`config.mk`:
```
export PLATFORM = sky130hd
export DESIGN_NAME = seg_scan_ctrl
export DESIGN_NICKNAME = d
export VERILOG_FILES = /design/src/rtl/seg_scan_ctrl.sv
export SDC_FILE = /design/constraint.sdc
export NUM_CORES = 1
export LEC_CHECK = 0
export BUFFER_PORTS_ARGS = -buffer_cell sky130_fd_sc_hd__clkbuf_2
export CORE_MARGIN = 2
export CORE_UTILIZATION = 43
export DETAILED_ROUTE_END_ITERATION = 7
export GPL_TIMING_DRIVEN = 0
export PLACE_DENSITY = 0.63
export SLEW_MARGIN = 30
export SYNTH_ARGS = -nofsm -noshare
export SYNTH_HDL_FRONTEND = slang
export SYNTH_SLANG_ARGS = --single-unit
```
`constraint.sdc`:
```
create_clock -name clk -period 3.2 [get_ports clk]
set_input_delay 0.48 -clock clk [delete_from_list [all_inputs] [get_ports clk]]
set_output_delay 0.48 -clock clk [all_outputs]
set_load 0.005 [all_outputs]
```
`src/rtl/seg_scan_ctrl.sv`:
```
// Four-digit multiplexed BCD display scanner with double-buffered load.
// A new value is staged in a pending register and committed only at a frame boundary.
module seg_scan_ctrl #(
  parameter int unsigned SCAN_DIV = 1000
) (
  input  logic        clk,
  input  logic        rst,
  input  logic        loadReq,
  input  logic [15:0] loadData,
  output logic        loadAck,
  input  logic        lzBlank,
  output logic [3:0]  digitSel,
  output logic [3:0]  bcdOut,
  output logic        blankOut,
  output logic        frameTick
);

  // state | meaning
  // SCAN0 | digit0 (least significant) driven
  // SCAN1 | digit1 driven
  // SCAN2 | digit2 driven
  // SCAN3 | digit3 driven; its last cycle closes the frame
  typedef enum logic [1:0] {SCAN0, SCAN1, SCAN2, SCAN3} scan_t;

  scan_t       state;
  logic [15:0] prescaler;
  logic [15:0] active;
  logic [15:0] pending;
  logic        pending_valid;
  logic        tc;
  logic        accept;
  logic [3:0]  nibble;
  logic        upper_zero;

  assign tc        = (prescaler == 16'(SCAN_DIV - 1));
  assign frameTick = (state == SCAN3) && tc;
  // An ack cycle never accepts, so a held request is taken every other cycle
  assign accept    = loadReq && !loadAck;

  always_ff @(posedge clk) begin
    if (rst) begin
      prescaler     <= '0;
      state         <= SCAN0;
      active        <= '0;
      pending       <= '0;
      pending_valid <= 1'b0;
      loadAck       <= 1'b0;
    end else begin
      prescaler <= tc ? 16'd0 : prescaler + 16'd1;
      if (tc) begin
        case (state)
          SCAN0:   state <= SCAN1;
          SCAN1:   state <= SCAN2;
          SCAN2:   state <= SCAN3;
          default: state <= SCAN0;
        endcase
      end
      loadAck <= accept;
      if (accept) pending <= loadData;
      // Commit uses the value pending before this edge; a same-cycle capture waits a frame
      if (frameTick && pending_valid) active <= pending;
      if (accept)         pending_valid <= 1'b1;
      else if (frameTick) pending_valid <= 1'b0;
    end
  end

  always_comb begin
    digitSel   = 4'b0001;
    nibble     = active[3:0];
    upper_zero = 1'b0;
    case (state)
      SCAN0: begin
        digitSel   = 4'b0001;
        nibble     = active[3:0];
        upper_zero = 1'b0;
      end
      SCAN1: begin
        digitSel   = 4'b0010;
        nibble     = active[7:4];
        upper_zero = (active[15:4] == 12'd0);
      end
      SCAN2: begin
        digitSel   = 4'b0100;
        nibble     = active[11:8];
        upper_zero = (active[15:8] == 8'd0);
      end
      default: begin
        digitSel   = 4'b1000;
        nibble     = active[15:12];
        upper_zero = (active[15:12] == 4'd0);
      end
    endcase
    blankOut = (nibble > 4'd9) || (lzBlank && upper_zero);
    bcdOut   = blankOut ? 4'd0 : nibble;
  end

endmodule

```
==> results of run 1 <==
[logic make-up (layout without fill, tap and decap cells)]
family | after synthesis | after routing | synth area share
multiplexers | 3 | 3 | 0.0129
XOR/XNOR | 14 | 14 | 0.0527
adder cells (fa/ha/maj) | 9 | 9 | 0.0484
buffers and inverters | 26 | 64 | 0.0484
flip-flops | 52 | 52 | 0.447
AND/OR/NAND/NOR | 116 | 116 | 0.244
AO/OA/AOI/OAI | 62 | 62 | 0.147
[metrics by stage]
step	instances	worst slack, ns	total power [mW]	area [sq um]
6_report	390	0.437	1.12	2660
4_1_cts	390	0.432	1.13	2660
2_1_floorplan	282	1.07	0.724	2330
5_1_grt	390	0.228	1.17	2660
3_5_place_dp	382	0.781	0.750	2560
3_3_place_gp	382	0.801	0.749	2560
[cells in the final DEF, fill, tap and decap left out, types with 4 or more instances in the layout]
cell	count
sky130_fd_sc_hd__dfxtp_1	52
sky130_fd_sc_hd__nand2_1	39
sky130_fd_sc_hd__a21oi_1	36
sky130_fd_sc_hd__clkbuf_2	30
sky130_fd_sc_hd__nor2_1	27
sky130_fd_sc_hd__nand4_1	22
sky130_fd_sc_hd__o21ai_1	17
sky130_fd_sc_hd__clkbuf_1	12
sky130_fd_sc_hd__xnor2_1	10
sky130_fd_sc_hd__ha_1	9
sky130_fd_sc_hd__inv_1	8
sky130_fd_sc_hd__nor4_1	7
sky130_fd_sc_hd__nor3_1	7
sky130_fd_sc_hd__clkbuf_8	6
sky130_fd_sc_hd__nand3_1	4
sky130_fd_sc_hd__xor2_1	4
[worst max-delay path by stage]
stage / start / to / slack, ns / cells after the start
2_1_floorplan: prescaler[12]$_SDFF_PP0_ / frameTick / 1.07 / 4
3_3_place_gp: state[0]$_SDFFE_PP0P_ / blankOut / 0.80 / 7
3_5_place_dp: state[0]$_SDFFE_PP0P_ / blankOut / 0.78 / 7
4_1_cts: state[0]$_SDFFE_PP0P_ / blankOut / 0.43 / 7
5_1_grt: state[0]$_SDFFE_PP0P_ / bcdOut[0] / 0.23 / 7
6_report: state[0]$_SDFFE_PP0P_ / blankOut / 0.44 / 7
[routing by layer]
metal	vias to the layer above	GRT usage	routed length (um)
met5	-	0	0
met4	0	0.0732	87
met3	8	0.0407	248
met2	44	0.247	2020
met1	906	0.264	2580
li1	1060	-	-
[final cells by class]
type | count | area [sq um]
Sequential cell | 52 | 1040
Clock inverter | 2 | 10.0
Multi-Input combinational cell | 204 | 1170
Fill cell | 520 | 2510
Clock buffer | 6 | 82.6
Timing Repair Buffer | 30 | 150
Tap cell | 70 | 87.6
Buffer | 18 | 82.6
Inverter | 8 | 30.0
[worst min-delay path: stages]
cell                       delay, ns
sky130_fd_sc_hd__clkbuf_2       0.08
sky130_fd_sc_hd__nand2_1        0.04
sky130_fd_sc_hd__a21oi_1        0.05
[state kept, by name, indices dropped and copies added (netlist names)]
| signal | count |
|---|---|
| pending | 16 |
| pending_valid | 1 |
| prescaler | 16 |
| state | 2 |
| active | 16 |
| loadAck | 1 |
[power groups by stage]
| stage | Combinational [mW] | Sequential (mW) | Clock [mW] |
|---|---|---|---|
| global route | 0.0713 | 0.675 | 0.424 |
| finish | 0.0618 | 0.673 | 0.384 |
| global placement | 0.0614 | 0.687 | 0 |
| floorplan | 0.0391 | 0.685 | 0 |
| CTS | 0.0628 | 0.673 | 0.397 |
| detailed placement | 0.0623 | 0.688 | 0 |
==> impl_results.rst, run 1 <==
.. list-table::
   :header-rows: 1

   * - Metric
     - Value
   * - Number of antenna violations at the first check in global routing
     - 0
   * - Remaining max-slew budget at the tightest pin
     - 0.639
   * - Initial core utilization
     - 0.450
   * - Startpoint of the tightest hold check path
     - loadData[13]
   * - Post-CTS Setup Bufs
     - 0
   * - Final global-route overflow total
     - 0
   * - Crit path max-delay cell type
     - sky130_fd_sc_hd__dfxtp_1
   * - Clock power frac
     - 0.343
   * - Resized cells post-CTS
     - 0
   * - Destination of the worst hold path
     - pending[13]$_SDFFE_PP0P_
   * - Setup crit start kind
     - register
   * - RePlAce Congestion
     - approximately 0.83
   * - Biggest fanout along the worst timing path
     - 6
   * - Number of synthesized flops with an enable pin
     - 0
   * - Minimum setup slack among reg-to-reg paths
     - 1.18 ns
   * - Setup-violating endpoint count in the final report
     - 0
   * - Synthesized netlist cell count
     - roughly 280
   * - Wire length of the first global-routing pass
     - 8560 um
   * - R2r worst-path depth
     - 5
   * - Via density per instance
     - 5.17
   * - Number of unique standard cell types used by synthesis
     - 34
   * - Area Growth Syn to Fin
     - 14.2%
   * - H-tree lvl count
     - 2
   * - Count of synthesis-stage warnings from yosys
     - 0
   * - Die footprint
     - 0.00602 sq mm
   * - Netlist area before placement
     - between 0.002 and 0.0025 sq mm
   * - Hold crit path type
     - input port to register
   * - Residual antenna-violating net count after detailed routing
     - 0
   * - Sw frac
     - 0.230
   * - Number of register bits inferred by synthesis
     - between 50 and 60
   * - Final TNS setup
     - 0 ns
   * - Fin util
     - 0.514
   * - Wire per inst
     - ~13 um
   * - Global router's overall resource usage
     - 0.178
   * - Count of hold-fix buffers inserted at cts
     - 0
   * - Worst skew pair latency
     - 0.31 ns
   * - Fmax
     - 0.362 GHz
   * - Worst Hold Depth
     - 3
   * - Clock buffers created by TritonCTS
     - 5
   * - Element type at the critical path end
     - output pin
   * - Synth cell count leaders
     - sky130_fd_sc_hd__dfxtp_1 (52), sky130_fd_sc_hd__nand2_1 (39), sky130_fd_sc_hd__a21oi_1 (36)
   * - Top-count cell post-synth
     - sky130_fd_sc_hd__dfxtp_1
   * - CTS Root Cell
     - sky130_fd_sc_hd__clkbuf_8
   * - Leading post-synthesis cells by cell area
     - sky130_fd_sc_hd__dfxtp_1 (45%), sky130_fd_sc_hd__a21oi_1 (7.7%), sky130_fd_sc_hd__nand2_1 (6.3%)
   * - Total power per unit cell area
     - 421 mW/mm^2
   * - VDD IR max
     - 308 uV
   * - Remaining design rule violation count
     - 0
   * - Switching power
     - 0.257 mW
   * - Net count, final
     - between 300 and 400
   * - Area inside the core boundary
     - 0.00517 sq mm
   * - Unrepaired setup endpoints after global routing
     - no
   * - Die extent in y
     - 77.6 um
   * - Max-cap violation count
     - 0
   * - Average cell area after synthesis
     - ~8.3 sq um
   * - Clk pin slew, worst setup/hold paths
     - 0.09 ns
   * - Clock tree from TritonCTS
     - done
   * - I/O pin cnt
     - 31
   * - DRC marker count from the first detailed-route iteration
     - 83
   * - Row count
     - 26
   * - Category of cells accounting for the largest share of critical-path delay
     - compound AO/OA/AOI/OAI gates
   * - Worst path bufs/invs
     - 2
   * - CP peak stage delay
     - 0.44 ns
   * - Biggest area consumer among synthesized cells
     - sky130_fd_sc_hd__dfxtp_1
   * - Final-layout worst hold slack
     - roughly 0.38 ns
   * - Total number of clock tree sinks
     - 52
   * - Min Clock Period, post-route
     - 2.76 ns
   * - Sequential power share
     - 0.602
   * - Clock tree buffer depth
     - 2
   * - First-pass detailed-route iteration total
     - 4
   * - Fraction of final layout cells sized beyond drive strength 1
     - 0.150
   * - Reg2reg start
     - prescaler[12]$_SDFF_PP0_
   * - Inserted Diodes
     - 0
   * - Vias in the first global route
     - between 1,500 and 2,000
   * - End of the worst register-to-register path
     - active[15]$_SDFFE_PP0P_
   * - Overall die width
     - between 70 and 80 um
   * - Routed via count
     - 2,018
   * - Total leakage power
     - 0.994 nW
   * - Count of buffers from port buffering
     - 30
   * - Share of the cycle needed by the critical path after routing
     - 0.864
   * - Routed wire length
     - about 4900 um
   * - Setup skew after layout
     - approximately 0.0084 ns
   * - Number of slew-limit violations in the final report
     - 0
   * - Share of synthesized registers carrying an async set or reset
     - 0
   * - Post-detailed-placement half-perimeter wirelength
     - 3570 um
   * - Required arrival time at the worst endpoint
     - 2.72 ns
   * - Internal portion of total power
     - 0.861 mW
   * - Actual transition at the worst max-transition pin
     - ~0.54 ns
   * - Number of hold violations in the final report
     - 0
   * - Post-synth top area share
     - 0.447
   * - Critical path type
     - register to output pin
   * - Net Count, Synth
     - 311
   * - Share of synthesized area occupied by flip-flops and latches
     - 0.447
   * - Maximum number of pins on one net before global-route repair
     - 16
   * - Cell-by-cell listing of the critical path
     - inv_1 -> ha_1 -> a222oi_1 -> mux2i_1 -> a21boi_0 -> or2_2 -> clkbuf_2
   * - Result of the run
     - completed
   * - Relative contribution of combinational cells to total power
     - 0.055
   * - Critical Path AT
     - 2.28 ns
   * - Primary flip-flop cell chosen by synthesis mapping
     - sky130_fd_sc_hd__dfxtp_1
No activity file was read; power rests on OpenSTA's default activity.
==> run 2, diff against run 1 <==
- CORE_MARGIN: 2 -> default
==> run 2 against run 1 <==
  * Register-to-register slack improved by 0.02 ns
  * Critical path depth unchanged
  * Flip-flop and latch count unchanged
==> impl_results.rst, run 2 (same netlist as run 1, synthesis figures left out) <==
.. list-table::
   :header-rows: 1

   * - Metric
     - Value
   * - Die footprint
     - 0.00571 sq mm
   * - Total power per unit cell area
     - 450 mW/mm^2
   * - Number of hold violations in the final report
     - 0
   * - Result of the run
     - completed
   * - Initial core utilization
     - 0.450
   * - I/O pin cnt
     - 31
   * - Worst Hold Depth
     - 3
   * - Category of cells accounting for the largest share of critical-path delay
     - compound AO/OA/AOI/OAI gates
   * - Post-CTS Setup Bufs
     - 0
   * - Vias in the first global route
     - 1,703
   * - Final TNS setup
     - 0 ns
   * - Wire length of the first global-routing pass
     - 7960 um
   * - Worst slack at placement
     - 0.794 ns
   * - Critical Path AT
     - 2.26 ns
   * - CTS Root Cell
     - sky130_fd_sc_hd__clkbuf_8
   * - PnR worst setup slack
     - 0.460 ns
   * - Number of slew-limit violations in the final report
     - 0
   * - Setup-violating endpoint count in the final report
     - 0
   * - RePlAce Congestion
     - 0.818
   * - Top flop regs
     - active (16), pending (16), prescaler (16)
   * - Fmax
     - 0.365 GHz
   * - Worst path bufs/invs
     - 2
   * - Biggest fanout along the worst timing path
     - 6
   * - Resized cells post-CTS
     - 0
   * - Min Clock Period, post-route
     - 2.74 ns
   * - Row count
     - 26
   * - Global-route layer with the greatest usage
     - met1
   * - H-tree lvl count
     - 2
   * - CP Launch Point
     - state[0]$_SDFFE_PP0P_
   * - Seq. cell area
     - 0.00104 sq mm
   * - Worst Setup EP
     - blankOut
   * - Net count, final
     - approximately 350
   * - Residual antenna-violating net count after detailed routing
     - 0
   * - Setup crit start kind
     - register
   * - Routed wire length
     - 4780 um
   * - End of the worst register-to-register path
     - active[15]$_SDFFE_PP0P_
   * - Post-detailed-placement half-perimeter wirelength
     - 3500 um
   * - VDD IR max
     - between 200 and 250 uV
   * - Clock buffers created by TritonCTS
     - 5
   * - Required arrival time at the worst endpoint
     - about 2.7 ns
   * - Inserted Diodes
     - 0
   * - Remaining design rule violation count
     - 0
   * - Crit path max-delay cell type
     - sky130_fd_sc_hd__dfxtp_1
   * - Total leakage power
     - 1.01 nW
   * - Clock tree from TritonCTS
     - done
   * - Setup skew after layout
     - 0.00774 ns
   * - Final global-route overflow total
     - 0
   * - Max-cap violation count
     - 0
   * - Critical path type
     - register to output pin
   * - Area used by multi-input combinational logic
     - 0.00117 sq mm
   * - Highest-count cells in the layout ignoring fill and taps
     - sky130_fd_sc_hd__dfxtp_1 (52), sky130_fd_sc_hd__nand2_1 (39), sky130_fd_sc_hd__a21oi_1 (36), sky130_fd_sc_hd__clkbuf_2 (30), sky130_fd_sc_hd__nor2_1 (27)
   * - GR Layer Usage met1
     - 0.278
   * - CP peak stage delay
     - 0.44 ns
   * - Met3 track demand over resource in global routing
     - 0.0370
   * - Element type at the critical path end
     - output pin
   * - Area Growth Syn to Fin
     - 15.6%
   * - Fraction of final layout cells sized beyond drive strength 1
     - 0.150
   * - Cell-by-cell listing of the critical path
     - inv_1 -> ha_1 -> a222oi_1 -> mux2i_1 -> a21boi_0 -> or2_2 -> clkbuf_2
   * - Fin util
     - 0.520
   * - Clk pin slew, worst setup/hold paths
     - 0.09 ns
   * - Hold crit path type
     - input port to register
   * - Met2 demand-to-capacity share in global routing
     - 0.268
   * - Unrepaired setup endpoints after global routing
     - no
   * - First-pass detailed-route iteration total
     - 4
   * - Total number of clock tree sinks
     - 52
   * - Final-layout worst hold slack
     - 0.394 ns
   * - Reg2reg start
     - prescaler[12]$_SDFF_PP0_
   * - DRC marker count from the first detailed-route iteration
     - 74
   * - Logic depth of the worst path, buffers included
     - 7
   * - Global router's overall resource usage
     - 0.185
   * - Actual transition at the worst max-transition pin
     - 0.550 ns
   * - Fill cell count
     - 500
   * - Most common library cell in the layout ignoring fill and taps
     - sky130_fd_sc_hd__dfxtp_1
   * - Remaining max-slew budget at the tightest pin
     - 0.633
   * - Routed via count
     - 1,940
   * - Worst skew pair latency
     - roughly 0.3 ns
   * - Clock tree buffer depth
     - 2
   * - Wire per inst
     - 12.3 um
   * - Maximum number of pins on one net before global-route repair
     - 16
   * - Count of buffers from port buffering
     - 30
   * - Count of hold-fix buffers inserted at cts
     - 0
   * - Overall die width
     - around 76 um
   * - Share of the cycle needed by the critical path after routing
     - 0.856
   * - Via density per instance
     - 4.97
   * - Number of antenna violations at the first check in global routing
     - 0
   * - Die extent in y
     - 75.6 um
   * - R2r worst-path depth
     - 5
   * - Minimum setup slack among reg-to-reg paths
     - 1.20 ns
   * - Area inside the core boundary
     - 0.00517 sq mm
==> run 2: cell types whose count changed in the layout (fill, tap and decap cells not counted), sizes merged <==
| cell | before | now |
|---|---|---|
| clkbuf | 48 | 49 |
| bufinv | 0 | 1 |
| clkinv | 2 | 0 |
==> run 2: per-layer routing <==
metal,up-vias,wire length [um]
met4,0,61
li1,1066,-
met5,-,0
met2,34,1910
met3,6,148
met1,834,2660
==> run 2: power breakdown <==
part	switching, mW	internal, mW	leakage, nW
logic	0.0368	0.0249	0.520
clock network	0.201	0.276	0.0645
registers	0.00943	0.663	0.423
total	0.247	0.964	1.01
==> run 2: through the flow <==
stage / area [sq um] / cells / total power [mW]
after global placement: 2560 / 382 / 0.749
after CTS: 2690 / 390 / 1.23
after detailed placement: 2560 / 382 / 0.750
after global routing: 2690 / 390 / 1.27
after floorplan: 2330 / 282 / 0.724
final: 2690 / 390 / 1.21
==> run 2: worst min-delay path by stage <==
stage | start | endpoint | slack [ns]
after floorplan | prescaler[0]$_SDFF_PP0_ | prescaler[0]$_SDFF_PP0_ | 0.42
after global placement | prescaler[0]$_SDFF_PP0_ | prescaler[0]$_SDFF_PP0_ | 0.43
after detailed placement | prescaler[0]$_SDFF_PP0_ | prescaler[0]$_SDFF_PP0_ | 0.44
after CTS | loadData[3] | pending[3]$_SDFFE_PP0P_ | 0.38
after global routing | loadData[12] | pending[12]$_SDFFE_PP0P_ | 0.39
final | loadData[3] | pending[3]$_SDFFE_PP0P_ | 0.39
==> run 2: worst min-delay path, delay by kind of cell <==
family          cells  cell delay [ns]
compound gates      1             0.05
simple gates        1             0.04
buf+inv             1             0.08
==> run 2: final cells by class <==
| cell class | count | area share |
|---|---|---|
| Tap cell | 70 | 0.0325 |
| Buffer | 18 | 0.0307 |
| Clock inverter | 1 | 0.0112 |
| Inverter | 8 | 0.0112 |
| Clock buffer | 7 | 0.0358 |
| Multi-Input combinational cell | 204 | 0.436 |
| Timing Repair Buffer | 30 | 0.0558 |
| Sequential cell | 52 | 0.387 |
